File: config.mk
export PLATFORM = sky130hd
export DESIGN_NAME = alu_mc
export DESIGN_NICKNAME = d
export VERILOG_FILES = /design/src/rtl/alu_pkg.sv /design/src/rtl/alu_mc_mul_div_iter.sv /design/src/rtl/alu_mc.sv
export SDC_FILE = /design/constraint.sdc
export NUM_CORES = 1
export LEC_CHECK = 0
export ABC_AREA = 1
export CAP_MARGIN = 20
export CORE_MARGIN = 2
export CORE_UTILIZATION = 55
export CTS_CLUSTER_SIZE = 20
export DETAILED_ROUTE_END_ITERATION = 12
export PLACE_DENSITY = 0.76
export SYNTH_ARGS = -nofsm -noshare
export SYNTH_HDL_FRONTEND = slang
export SYNTH_SLANG_ARGS = --single-unit
File: constraint.sdc
create_clock -name clk -period 5.4 [get_ports clk]
set_input_delay 1.08 -clock clk [delete_from_list [all_inputs] [get_ports clk]]
set_output_delay 1.08 -clock clk [all_outputs]
set_load 0.02 [all_outputs]
File: src/rtl/alu_pkg.sv
// Shared definitions for the multi-cycle ALU: opcodes, status flag bit
// positions, FSM state encoding and iterative-unit mode select.
package alu_pkg;

  localparam logic [3:0] OP_ADD  = 4'h0;
  localparam logic [3:0] OP_SUB  = 4'h1;
  localparam logic [3:0] OP_ADDC = 4'h2;
  localparam logic [3:0] OP_SUBC = 4'h3;
  localparam logic [3:0] OP_XOR  = 4'h4;
  localparam logic [3:0] OP_AND  = 4'h5;
  localparam logic [3:0] OP_OR   = 4'h6;
  localparam logic [3:0] OP_NAND = 4'h7;
  localparam logic [3:0] OP_LSL  = 4'h8;
  localparam logic [3:0] OP_LSR  = 4'h9;
  localparam logic [3:0] OP_DIV  = 4'hA;
  localparam logic [3:0] OP_ASR  = 4'hB;
  localparam logic [3:0] OP_ROL  = 4'hC;
  localparam logic [3:0] OP_ROR  = 4'hD;
  localparam logic [3:0] OP_MUL  = 4'hE;
  localparam logic [3:0] OP_CMP  = 4'hF;

  // Status register bit positions: {V,S,C,Z}
  localparam int FLAG_Z = 0;
  localparam int FLAG_C = 1;
  localparam int FLAG_S = 2;
  localparam int FLAG_V = 3;

  // Iterative unit mode select
  localparam logic MODE_MUL = 1'b0;
  localparam logic MODE_DIV = 1'b1;

  typedef enum logic [1:0] {
    ST_IDLE = 2'd0,
    ST_ITER = 2'd1,
    ST_DONE = 2'd2
  } alu_state_e;

endpackage

File: src/rtl/alu_mc_mul_div_iter.sv
// Shared WIDTH-cycle shift-add multiplier / restoring divider.
// start loads the operands; each following cycle performs one step.
// hi/lo present the value *after* the current step, and done is high
// during the last step, so a consumer registering hi/lo while done is
// high captures the final product or quotient/remainder.
module mul_div_iter
  import alu_pkg::*;
#(
  parameter int WIDTH = 8
) (
  input  logic             clk,
  input  logic             reset,
  input  logic             start,
  input  logic             mode,
  input  logic [WIDTH-1:0] a,
  input  logic [WIDTH-1:0] b,
  output logic [WIDTH-1:0] hi,
  output logic [WIDTH-1:0] lo,
  output logic             done
);

  localparam int CW = $clog2(WIDTH);

  logic             busy;
  logic             mode_q;
  logic [CW-1:0]    cnt;
  logic [WIDTH-1:0] hi_q;
  logic [WIDTH-1:0] lo_q;
  logic [WIDTH-1:0] opb_q;

  logic [WIDTH:0]   mul_sum;
  logic [WIDTH:0]   div_trial;
  logic [WIDTH-1:0] mul_hi, mul_lo, div_hi, div_lo;

  // One multiply step (add-then-shift right) and one restoring divide step
  // (shift left, trial subtract, keep or restore), selected by mode.
  always_comb begin
    mul_sum   = {1'b0, hi_q} + (lo_q[0] ? {1'b0, opb_q} : '0);
    mul_hi    = mul_sum[WIDTH:1];
    mul_lo    = {mul_sum[0], lo_q[WIDTH-1:1]};
    div_trial = {hi_q, lo_q[WIDTH-1]} - {1'b0, opb_q};
    if (!div_trial[WIDTH]) begin
      div_hi = div_trial[WIDTH-1:0];
      div_lo = {lo_q[WIDTH-2:0], 1'b1};
    end else begin
      div_hi = {hi_q[WIDTH-2:0], lo_q[WIDTH-1]};
      div_lo = {lo_q[WIDTH-2:0], 1'b0};
    end
    hi   = (mode_q == MODE_DIV) ? div_hi : mul_hi;
    lo   = (mode_q == MODE_DIV) ? div_lo : mul_lo;
    done = busy && (cnt == CW'(WIDTH - 1));
  end

  // Operand load on start, then WIDTH step updates while busy.
  always_ff @(posedge clk) begin
    if (reset) begin
      busy   <= 1'b0;
      mode_q <= MODE_MUL;
      cnt    <= '0;
      hi_q   <= '0;
      lo_q   <= '0;
      opb_q  <= '0;
    end else if (start) begin
      busy   <= 1'b1;
      mode_q <= mode;
      cnt    <= '0;
      hi_q   <= '0;
      lo_q   <= a;
      opb_q  <= b;
    end else if (busy) begin
      hi_q <= hi;
      lo_q <= lo;
      cnt  <= cnt + CW'(1);
      if (done) busy <= 1'b0;
    end
  end

endmodule

File: src/rtl/alu_mc.sv
// Parametrised multi-cycle ALU with valid/ready operand and result ports.
// Single-cycle ops are evaluated combinationally from the live inputs and
// captured on the accept edge; MUL and DIV (b!=0) run in mul_div_iter.
//
// Handshake: an operation is accepted on a rising edge where
// in_valid && in_ready; in_ready is high only in IDLE. A result is
// presented while out_valid is high and is consumed on a rising edge where
// out_valid && out_ready; until then all outputs hold. Inputs offered while
// in_ready is low are neither sampled nor remembered.
module alu_mc
  import alu_pkg::*;
#(
  parameter int WIDTH = 8,
  parameter int SHW   = $clog2(WIDTH)
) (
  input  logic             clk,
  input  logic             reset,
  input  logic             in_valid,
  output logic             in_ready,
  input  logic [3:0]       op,
  input  logic [WIDTH-1:0] a,
  input  logic [WIDTH-1:0] b,
  output logic             out_valid,
  input  logic             out_ready,
  output logic [WIDTH-1:0] result,
  output logic [WIDTH-1:0] result_high,
  output logic [3:0]       sreg,
  output logic [1:0]       dbg_state
);

  localparam int M = WIDTH - 1;

  alu_state_e state, state_nxt;

  logic             accept;
  logic             go_iter;
  logic [3:0]       op_q;
  logic [SHW-1:0]   n;
  logic             cin;

  logic [WIDTH:0]     add_ext, sub_ext;
  logic [WIDTH:0]     lsl_ext, lsr_ext, asr_ext;
  logic [2*WIDTH-1:0] rol_dbl, ror_dbl;

  logic [WIDTH-1:0] sc_res, sc_hi;
  logic             sc_c, sc_v;
  logic [3:0]       sc_flags;

  logic [WIDTH-1:0] it_hi, it_lo;
  logic             it_done;
  logic [3:0]       it_flags;

  assign accept    = in_valid && in_ready;
  assign go_iter   = (op == OP_MUL) || ((op == OP_DIV) && (b != '0));
  assign in_ready  = (state == ST_IDLE);
  assign out_valid = (state == ST_DONE);
  assign dbg_state = state;
  assign n         = b[SHW-1:0];
  assign cin       = ((op == OP_ADDC) || (op == OP_SUBC)) ? sreg[FLAG_C] : 1'b0;

  mul_div_iter #(.WIDTH(WIDTH)) u_iter (
    .clk   (clk),
    .reset (reset),
    .start (accept && go_iter),
    .mode  ((op == OP_DIV) ? MODE_DIV : MODE_MUL),
    .a     (a),
    .b     (b),
    .hi    (it_hi),
    .lo    (it_lo),
    .done  (it_done)
  );

  // FSM state register.
  always_ff @(posedge clk) begin
    if (reset) state <= ST_IDLE;
    else       state <= state_nxt;
  end

  // FSM next-state: single-cycle ops and DIV by zero go straight to DONE.
  always_comb begin
    state_nxt = state;
    case (state)
      ST_IDLE: if (accept) state_nxt = go_iter ? ST_ITER : ST_DONE;
      ST_ITER: if (it_done) state_nxt = ST_DONE;
      ST_DONE: if (out_ready) state_nxt = ST_IDLE;
      default: state_nxt = ST_IDLE;
    endcase
  end

  // Single-cycle datapath. Extended vectors carry the shifted-out bit so
  // that a zero shift amount naturally yields C=0.
  always_comb begin
    add_ext = {1'b0, a} + {1'b0, b} + {{WIDTH{1'b0}}, cin};
    sub_ext = {1'b0, a} - {1'b0, b} - {{WIDTH{1'b0}}, cin};
    lsl_ext = {1'b0, a} << n;
    lsr_ext = {a, 1'b0} >> n;
    asr_ext = $signed({a, 1'b0}) >>> n;
    rol_dbl = {a, a} << n;
    ror_dbl = {a, a} >> n;
    sc_res  = '0;
    sc_hi   = '0;
    sc_c    = 1'b0;
    sc_v    = 1'b0;
    case (op)
      OP_ADD, OP_ADDC: begin
        sc_res = add_ext[M:0];
        sc_c   = add_ext[WIDTH];
        sc_v   = (a[M] == b[M]) && (sc_res[M] != a[M]);
      end
      OP_SUB, OP_SUBC: begin
        sc_res = sub_ext[M:0];
        sc_c   = sub_ext[WIDTH];
        sc_v   = (a[M] != b[M]) && (sc_res[M] != a[M]);
      end
      OP_XOR:  sc_res = a ^ b;
      OP_AND:  sc_res = a & b;
      OP_OR:   sc_res = a | b;
      OP_NAND: sc_res = ~(a & b);
      OP_LSL: begin
        sc_res = lsl_ext[M:0];
        sc_c   = lsl_ext[WIDTH];
      end
      OP_LSR: begin
        sc_res = lsr_ext[WIDTH:1];
        sc_c   = lsr_ext[0];
      end
      OP_ASR: begin
        sc_res = asr_ext[WIDTH:1];
        sc_c   = asr_ext[0];
      end
      OP_ROL: begin
        sc_res = rol_dbl[2*WIDTH-1:WIDTH];
        sc_c   = (n != '0) && sc_res[0];
      end
      OP_ROR: begin
        sc_res = ror_dbl[M:0];
        sc_c   = (n != '0) && sc_res[M];
      end
      OP_DIV: begin
        // Only reached for b==0; nonzero divisors take the iterative path.
        sc_res = '1;
        sc_hi  = a;
        sc_v   = 1'b1;
      end
      default: ;
    endcase
    sc_flags = 4'b0000;
    if (op == OP_CMP) begin
      sc_res           = '0;
      sc_flags[FLAG_Z] = (a == b);
      sc_flags[FLAG_C] = (a < b);
      sc_flags[FLAG_S] = ($signed(a) < $signed(b));
    end else begin
      sc_flags[FLAG_Z] = (sc_res == '0);
      sc_flags[FLAG_C] = sc_c;
      sc_flags[FLAG_S] = sc_res[M];
      sc_flags[FLAG_V] = sc_v;
    end
  end

  // Flags for iterative results: MUL takes S from the high half.
  always_comb begin
    it_flags         = 4'b0000;
    it_flags[FLAG_Z] = (it_lo == '0);
    it_flags[FLAG_S] = (op_q == OP_MUL) ? it_hi[M] : it_lo[M];
  end

  // Result/status registers, loaded only on the edge that enters DONE.
  always_ff @(posedge clk) begin
    if (reset) begin
      op_q        <= OP_ADD;
      result      <= '0;
      result_high <= '0;
      sreg        <= '0;
    end else if (accept) begin
      op_q <= op;
      if (!go_iter) begin
        result      <= sc_res;
        result_high <= sc_hi;
        sreg        <= sc_flags;
      end
    end else if ((state == ST_ITER) && it_done) begin
      result      <= it_lo;
      result_high <= it_hi;
      sreg        <= it_flags;
    end
  end

endmodule
# Yosys cells after proc, flatten, opt, wreduce, memory -nomap -nowiden
# Cells that the tools add are included.
# classes
eq_ne	28
bitwise	4
muxes	34
n_addsub	7
shift	5
n_lt_le_gt_ge	2
n_reduce_logical	24
# op_table
cell	n
$mux W8	14
$pmux W8 S12	1
$eq A4 B4 Y1 const B	9
$eq A4 B3 Y1 const B	4
$logic_not A8 Y1	2
$lt A8 B8 Y1	2
$shl A16 B3 Y16	1
$shr A16 B3 Y8	1
$mux W4	3
$add A8 B8 Y9	1
$add A8 B9 Y9	1
$add A9 B1 Y9	1
$logic_and A1 B1 Y1	9
$shl A8 B3 Y9	1
$shr A9 B3 Y9	1
$sshr A9 B3 Y9	1
$sub A8 B8 Y9	1
$sub A9 B1 Y9	1
$sub A9 B8 Y9	1
$and A8 B8 Y8	1
$eq A4 B2 Y1 const B	2
$eq A8 B8 Y1	1
$mux W1	8
$mux W2	4
other kinds (25)	33
# word_totals
reg_bits	55
out_inout_bits	24

# Depth between registers and ports, before layout
# Gate-level depths: netlist of run 1.
# depth
word_depth	10
mapped_depth	21
ltp_nobuf	20

# By module
# Synthesis of run 1 repeated with hierarchy kept, for this count alone.
# hier_totals
cells_unflattened	1085
area_unflattened_um2	6321.1
# by_module_without_submodules
module	instances	area_per_inst_um2	cells_each
alu_mc	1	3990.1	726
mul_div_iter	1	2331.0	359

# Least setup slack after synthesis of run 1
# No wires, ideal clock.
# synth_timing
path_kind	input to register
start	input op[3]
end	register sreg[0]
cell_stages	18
t_arrival_ns	3.277
path_slack_ns	2.056
setup_time_ns	0.067
path_buffers	1
cell_sequence	buf_2 -> nor2_1 -> nand3_1 -> fa_1 -> fa_1 -> nand3_1 -> nand2_1 -> o21ai_0 -> nor2_1 -> nor2_1 -> nand2_1 -> nor2_1 -> nand2_1 -> nor2_1 -> nand3_1 -> nand2_1 -> nand2_1 -> a21oi_2
# synth_via
elab_chain_len	9
# synth_rtl
item	line	text
start: declaration	alu_mc.sv:20	input logic [3:0] op,
$eq A4 B2 Y1	alu_mc.sv:59, alu_mc.sv:104	
$logic_or A1 B1 Y1	alu_mc.sv:59	assign cin = ((op == OP_ADDC) || (op == OP_SUBC)) ? sreg[FLAG_C] : 1'b0;
$mux W1	alu_mc.sv:59	
$sub A9 B1 Y9 / $add A9 B1 Y9 (equally long branches)	alu_mc.sv:94, alu_mc.sv:93	
$pmux W8 S12	alu_mc.sv:104	case (op)
$logic_not A8 Y1	alu_mc.sv:154	sc_flags[FLAG_Z] = (sc_res == '0);
$mux W3	alu_mc.sv:148	if (op == OP_CMP) begin
$mux W4	alu_mc.sv:177	if (!go_iter) begin
$mux W4	alu_mc.sv:175	end else if (accept) begin
end signal: assignment	alu_mc.sv:180	sreg <= sc_flags;
end signal: assignment	alu_mc.sv:185	sreg <= it_flags;
end: declaration	alu_mc.sv:27	output logic [3:0] sreg,
# Several ways; a longest one is shown, not always the timed one. The select of a mux whose other input is x is not followed.
# A chain may end at the register's enable or synchronous reset.

# Worst setup path after layout of run 1
# layout_timing
start	input b[0]
end	register sreg[1]
# layout_via
elab_chain_len	6
# layout_rtl
item	line	text
start: declaration	alu_mc.sv:22	input logic [WIDTH-1:0] b,
$sub A8 B8 Y9 (tied with other cells)	alu_mc.sv:94	sub_ext = {1'b0, a} - {1'b0, b} - {{WIDTH{1'b0}}, cin};
$sub A9 B1 Y9 (tied with other cells)	alu_mc.sv:94	
$pmux W1 S7	alu_mc.sv:104	
$mux W3	alu_mc.sv:148	
$mux W4	alu_mc.sv:177	
$mux W4	alu_mc.sv:175	
# Several ways; a longest one is shown, not always the timed one. The select of a mux whose other input is x is not followed.

==> results of run 1 <==
## power by group
group | switching (mW) | internal [mW] | total [mW]
registers | 0.0196 | 0.429 | 0.449
clock network | 0.153 | 0.0943 | 0.248
logic | 0.340 | 0.177 | 0.517
total | 0.513 | 0.700 | 1.21
## worst max-delay path: cells and delay by family
| kind | cells | cell delay [ns] |
|---|---|---|
| AO/OA/AOI/OAI | 2 | 0.31 |
| adder cells (fa/ha/maj) | 2 | 0.93 |
| buffers and inverters | 2 | 1.10 |
| AND/OR/NAND/NOR | 7 | 0.86 |
## stage by stage
stage	util	std cells	hold slack, ns
after global placement	0.614	1208	0.448
after detailed placement	0.614	1208	0.463
after global routing	0.623	1216	0.491
after floorplan	-	1046	0.431
final	0.623	1216	0.479
after CTS	0.623	1216	0.477
## sequential cells by signal, summed over array words and instances (netlist names)
name / cells
result: 8
result_high: 8
u_iter.hi_q: 8
u_iter.lo_q: 8
u_iter.opb_q: 8
op_q: 4
sreg: 4
u_iter.cnt: 3
dbg_state: 2
u_iter.busy: 1
u_iter.mode_q: 1
## metal layers
metal,routed length [microns],global-route usage
met5,0,0
met4,497,0.0814
met3,2150,0.0860
met2,8710,0.524
met1,9720,0.536
## area by class of cell
cell class                 instances  area, sq um
clock buffer                       5         68.8
clock inverter                     3         23.8
fill                            1130         4090
inverter                         138          520
multi-input combinational        819         4330
sequential                        55         1100
tap                              140          175
timing repair buffer              56          538
## path summary, 6_finish.rpt
kind | slack [ns] | cells past startpoint | from | to
setup reg to reg | 2.39 | 9 | dbg_state[0]$_SDFFE_PP0P_ | sreg[0]$_SDFFE_PP0P_
setup / recovery | 1.36 | 13 | b[0] | sreg[1]$_SDFFE_PP0P_
hold reg to reg | 0.48 | 2 | u_iter.cnt[2]$_SDFFE_PP0P_ | u_iter.cnt[2]$_SDFFE_PP0P_
hold / removal | 0.48 | 2 | u_iter.cnt[2]$_SDFFE_PP0P_ | u_iter.cnt[2]$_SDFFE_PP0P_
## cells in the mapped netlist, types with 2 or more instances
cell       count  area share
o21bai_1       2      0.0025
o221ai_1       3      0.0043
buf_6          2      0.0037
buf_2         17       0.014
o211ai_1      10       0.012
nand2_1      322        0.20
o311ai_0       2      0.0029
nor3_1        10      0.0082
xnor2_1        7       0.010
nor4_1         2      0.0020
dfxtp_1       55        0.18
a21oi_1       72       0.059
o21ai_0       62       0.051
a31oi_1       10       0.010
nor2_2         4      0.0041
nor2_1        87       0.053
nand2_4        3      0.0055
clkbuf_1      12      0.0074
o2111ai_1      2      0.0029
buf_1          3      0.0018
ha_1          57        0.12
inv_2          5      0.0031
nand3b_1       3      0.0037
nand2_2       11       0.011
nand3_1      108       0.088
a21o_1         2      0.0025
or2_2          5      0.0051
nand4_1       13       0.013
o22ai_1        2      0.0020
inv_1        132       0.081
a21boi_0       3      0.0037
xor2_1         3      0.0043
fa_1           6       0.020
## cell families (layout without fill, tap and decap cells)
family | Yosys count | in the layout | synth area share
AOI/OAI and AO/OA | 174 | 174 | 0.158
xor gates and xnor gates | 10 | 10 | 0.0143
adders and majority gates | 63 | 63 | 0.136
buffers and inverters | 172 | 202 | 0.112
DFF | 55 | 55 | 0.180
muxes | 1 | 1 | 0.00164
and+or+nand+nor | 571 | 571 | 0.397
==> impl_results.md, run 1 <==
- Status: finished clean
- Worst path max stage delay: 0.87 ns
- H-tree level count: 2
- Share of layout cells above drive strength 1: 0.0465
- Worst Path Max Fanout: 13
- Final setup margin: 1.36 ns
- P_leak: 3.45 nW
- Largest net degree at the start of global routing: 33
- Placed cell area: 0.00666 sq mm
- Initial antenna violation count: 0
- Critical path, cell by cell: clkdlybuf4s50_1 -> inv_4 -> fa_1 -> fa_1 -> nand3_1 -> nand2_1 -> nand4_1 -> o311ai_0 -> or2_2 -> nand3_1 -> nand4_1 -> nand2_1 -> a21oi_1
- Syn avg cell area: 5.84 sq um
- Core area: 0.0108 sq mm
- Via/cell ratio: 5.71
- Clock Tree Root: clkbuf_8
- Total Neg Setup Slack: 0 ns
- Vias in the first global route: 6207
- RD Place Congestion: 1.03
- Final #Nets: 1162
- Main synth FF type: dfxtp_1
- Normalized max-slew margin: 0.435
- Post-Synthesis Net Count: 1133
- Later-pin clock latency in the skew report: 0.32 ns
- Clock transition at the registers of the reported paths: 0.11 ns
- Final Hold Viols: 0
- Unrepaired setup endpoints after global routing: false
- CTS resizes: 0
- Crit path DAT: 4.26 ns
- Setup-failing EPs final: 0
- Yosys warnings: 0
- Critical Path Slowest Stage Cell: clkdlybuf4s50_1
- Overall power: 1.21 mW
- CTS sink count: 55
- # diodes: 0
- Worst Hold Class: reg -> reg
- CP Capture Type: register
- Drt drc: 0
- Seq/Total Area, Yosys: 0.180
- Top-level port count: 48
- Detail Placement HPWL: 16400 microns
- Skew final: 0.00662 ns
- Tot GR Track Use: 0.361
- Max Root-Sink Buffers: 2
- Die X: 109 microns
- Num CTS Buffers: 5
- Post-Place Worst Slack: 1.08 ns
- First-pass GRT wire length: 33200 microns
- Fmax: 247 MHz
- Initial DRC count: 683
- Post-CTS setup buffers: 0
- Die Ht: 109 microns
- EDFF count, synth: 0
- DR vias: 6944
- Tmin final: 4.04 ns
- Die footprint: 0.0120 sq mm
- Critical path class: in -> reg
- Wire per inst: 17.3 microns
- Standard-cell rows: 38
- Cells after Synth: 1046
- Most frequent cells in the layout: nand2_1, inv_1, nand3_1, nor2_1, a21oi_1
- Hold buffer count at CTS: 0
- Yosys reg bits: 55
- Pre-Repair DR Iteration Count: 5
- Power per standard cell area: 180 mW/mm^2
- Final period util: 0.749
- Distinct cell type count after synthesis: 42
- Finished layout cell area: 0.00675 sq mm
- Slew Viols, Final: 0
- Max-Cap Viols: 0
- VDD IR max: 155 uV
- Port bufs: 47
- Initial core utilization: 0.564
- CP startpoint kind: input pin
- Layout area overhead: 10.5%
- Commonest non-fill, non-tap cell in the layout: nand2_1
- Mapped Area: 0.00611 sq mm
- Total wire length: 21100 microns
- CTS tree: yes
- Worst path required time: 5.61 ns
- FFs w/ async S/R, synth: 0
- Worst slew pin tran: 0.847 ns
- Grt ovf: 0
- Routed Antenna Nets: 0
No activity file was read; power rests on OpenSTA's default activity.
==> inputs of run 2 (changes only) <==
PLACE_DENSITY = 0.79   (was 0.76)
clock period = 3.7 ns   (was 5.4 ns; I/O delays follow)
==> run 2 against run 1 <==
  * First-iteration DRC count is 9.4% higher
  * Global-route usage is 0.64 points lower
  * Sequential share of layout area is 0.51 points lower
  * Cell area grew 3.2%
  * Worst setup slack got worse by 1.0 ns
  * Highest routed layer unchanged
  * Sequential cell count unchanged
==> impl_results.md, run 2 (synthesis gave the netlist of run 1 again) <==
- CTS resizes: 0
- Grt ovf: 0
- Detail Placement HPWL: 16500 microns
- CP bufs+invs: 1
- R2R Path End: result_high[1]$_SDFFE_PP0P_
- Critical Path Slowest Stage Cell: clkdlybuf4s50_1
- Fill count: 1089
- Register area: 0.00110 sq mm
- Tmin final: 3.36 ns
- Clock Tree Root: clkbuf_8
- Finished layout cell area: 0.00697 sq mm
- Worst path required time: 3.96 ns
- Standard-cell rows: 38
- Normalized max-slew margin: 0.572
- Skew final: 0.0104 ns
- Worst R2R Start: u_iter.lo_q[7]$_SDFFE_PP0P_
- Max Root-Sink Buffers: 2
- Via/cell ratio: 5.73
- Top-level port count: 48
- CP Capture Point: sreg[0]$_SDFFE_PP0P_
- Worst path max stage delay: 0.48 ns
- Pre-Repair DR Iteration Count: 5
- Reg2reg setup slack: 0.79 ns
- Final Hold Viols: 0
- CP startpoint kind: input pin
- Initial DRC count: 747
- Worst slew pin tran: 0.639 ns
- Max-Cap Viols: 0
- Core area: 0.0108 sq mm
- DR vias: 7124
- Share of layout cells above drive strength 1: 0.0697
- Power per standard cell area: 259 mW/mm^2
- Tot GR Track Use: 0.354
- First-pass GRT wire length: 32600 microns
- # diodes: 0
- Port bufs: 47
- Die X: 109 microns
- Critical path class: in -> reg
- Placed cell area: 0.00687 sq mm
- Clock transition at the registers of the reported paths: 0.10 ns
- Commonest non-fill, non-tap cell in the layout: nand2_1
- WHS Path Cells: 2
- Crit path DAT: 3.62 ns
- Slew Viols, Final: 0
- Wire per inst: 16.9 microns
- Later-pin clock latency in the skew report: 0.32 ns
- Drt drc: 0
- Total wire length: 21000 microns
- CTS sink count: 55
- Post-CTS setup buffers: 0
- Cells on worst reg2reg path: 12
- Multi-input gate area: 0.00433 sq mm
- CP Capture Type: register
- Worst Setup SP: op[3]
- Num CTS Buffers: 5
- Status: finished clean
- Overall power: 1.81 mW
- H-tree level count: 2
- Routed Antenna Nets: 0
- Worst Path Max Fanout: 3
- Final period util: 0.908
- Setup-failing EPs final: 0
- Final #Nets: 1190
- Largest net degree at the start of global routing: 32
- Initial core utilization: 0.564
- Most frequent cells in the layout: nand2_1, inv_1, nand3_1, nor2_1, a21oi_1
- Critical path, cell by cell: clkdlybuf4s50_1 -> nor2_1 -> nand3_1 -> fa_1 -> fa_1 -> nand3_1 -> nand2_1 -> o21ai_0 -> nor2_1 -> nor2_1 -> nand2_1 -> nor2_1 -> nand2_1 -> nor2_1 -> nand3_1 -> nand2_1 -> nand2_1 -> a21oi_2
- Die footprint: 0.0120 sq mm
- Stages on worst setup path: 18
- Top delay family on crit path: simple AND/OR/NAND/NOR gates
- Initial antenna violation count: 0
- Layout area overhead: 14.1%
- P_leak: 3.60 nW
- Die Ht: 109 microns
- Unrepaired setup endpoints after global routing: false
- Total Neg Setup Slack: 0 ns
- CTS tree: yes
- Worst Hold Class: reg -> reg
- Hold buffer count at CTS: 0
- RD Place Congestion: 1.06
- VDD IR max: 240 uV
- Vias in the first global route: 6234
- Fmax: 298 MHz
-- run 2: cell count changes in the layout (fill, tap and decap cells not counted), sizes merged --
cell / previous run / this run
clkinvlp: 1 / 0
clkbuf: 5 / 8
inv: 139 / 138
buf: 9 / 37
clkinv: 1 / 0
-- run 2: power by group --
group / switching, mW / total [mW] / internal, mW
Combinational: 0.500 / 0.779 / 0.279
Sequential: 0.0262 / 0.652 / 0.626
Clock: 0.204 / 0.376 / 0.172
-- run 2: worst register-to-register path, cell delays in order, from the launching register on --
cell      delay (ns)
dfxtp_1         0.38
inv_1           0.07
ha_1            0.21
fa_1            0.49
o21ai_2         0.26
nand2_1         0.10
nand3_1         0.09
nand2_2         0.21
o21ai_0         0.21
o21bai_1        0.15
o21ai_0         0.22
or2_2           0.34
a21oi_1         0.12
-- run 2: worst min-delay path by stage --
stage,start,end
6_report,op_q[3]$_SDFFE_PP0P_,op_q[3]$_SDFFE_PP0P_
4_1_cts,op_q[3]$_SDFFE_PP0P_,op_q[3]$_SDFFE_PP0P_
2_1_floorplan,op_q[3]$_SDFFE_PP0P_,op_q[3]$_SDFFE_PP0P_
5_1_grt,u_iter.cnt[1]$_SDFFE_PP0P_,u_iter.cnt[1]$_SDFFE_PP0P_
3_5_place_dp,op_q[3]$_SDFFE_PP0P_,op_q[3]$_SDFFE_PP0P_
3_3_place_gp,op_q[3]$_SDFFE_PP0P_,op_q[3]$_SDFFE_PP0P_
-- run 2: cell type report --
class | instances | area share
inverters | 138 | 0.0747
clock buffers | 8 | 0.0144
multi-input cells | 819 | 0.621
well taps | 140 | 0.0251
repair buffers | 84 | 0.107
flip-flops and latches | 55 | 0.158
-- run 2: through the flow --
stage / std cells / worst slack [ns] / hold slack (ns) / utilization
global route: 1244 / 0.0218 / 0.488 / 0.643
floorplan: 1046 / 0.696 / 0.431 / -
global placement: 1236 / 0.101 / 0.443 / 0.634
finish: 1244 / 0.342 / 0.462 / 0.643
CTS: 1244 / 0.394 / 0.462 / 0.643
detailed placement: 1236 / 0.0601 / 0.448 / 0.634
-- run 2: metal layers --
| metal | global-route usage | part of all wire | vias to the layer above |
|---|---|---|---|
| li1 | - | - | 3509 |
| met1 | 0.524 | 0.46 | 3210 |
| met2 | 0.517 | 0.41 | 353 |
| met3 | 0.0694 | 0.10 | 52 |
| met4 | 0.103 | 0.029 | 0 |
| met5 | 0 | 0 | - |
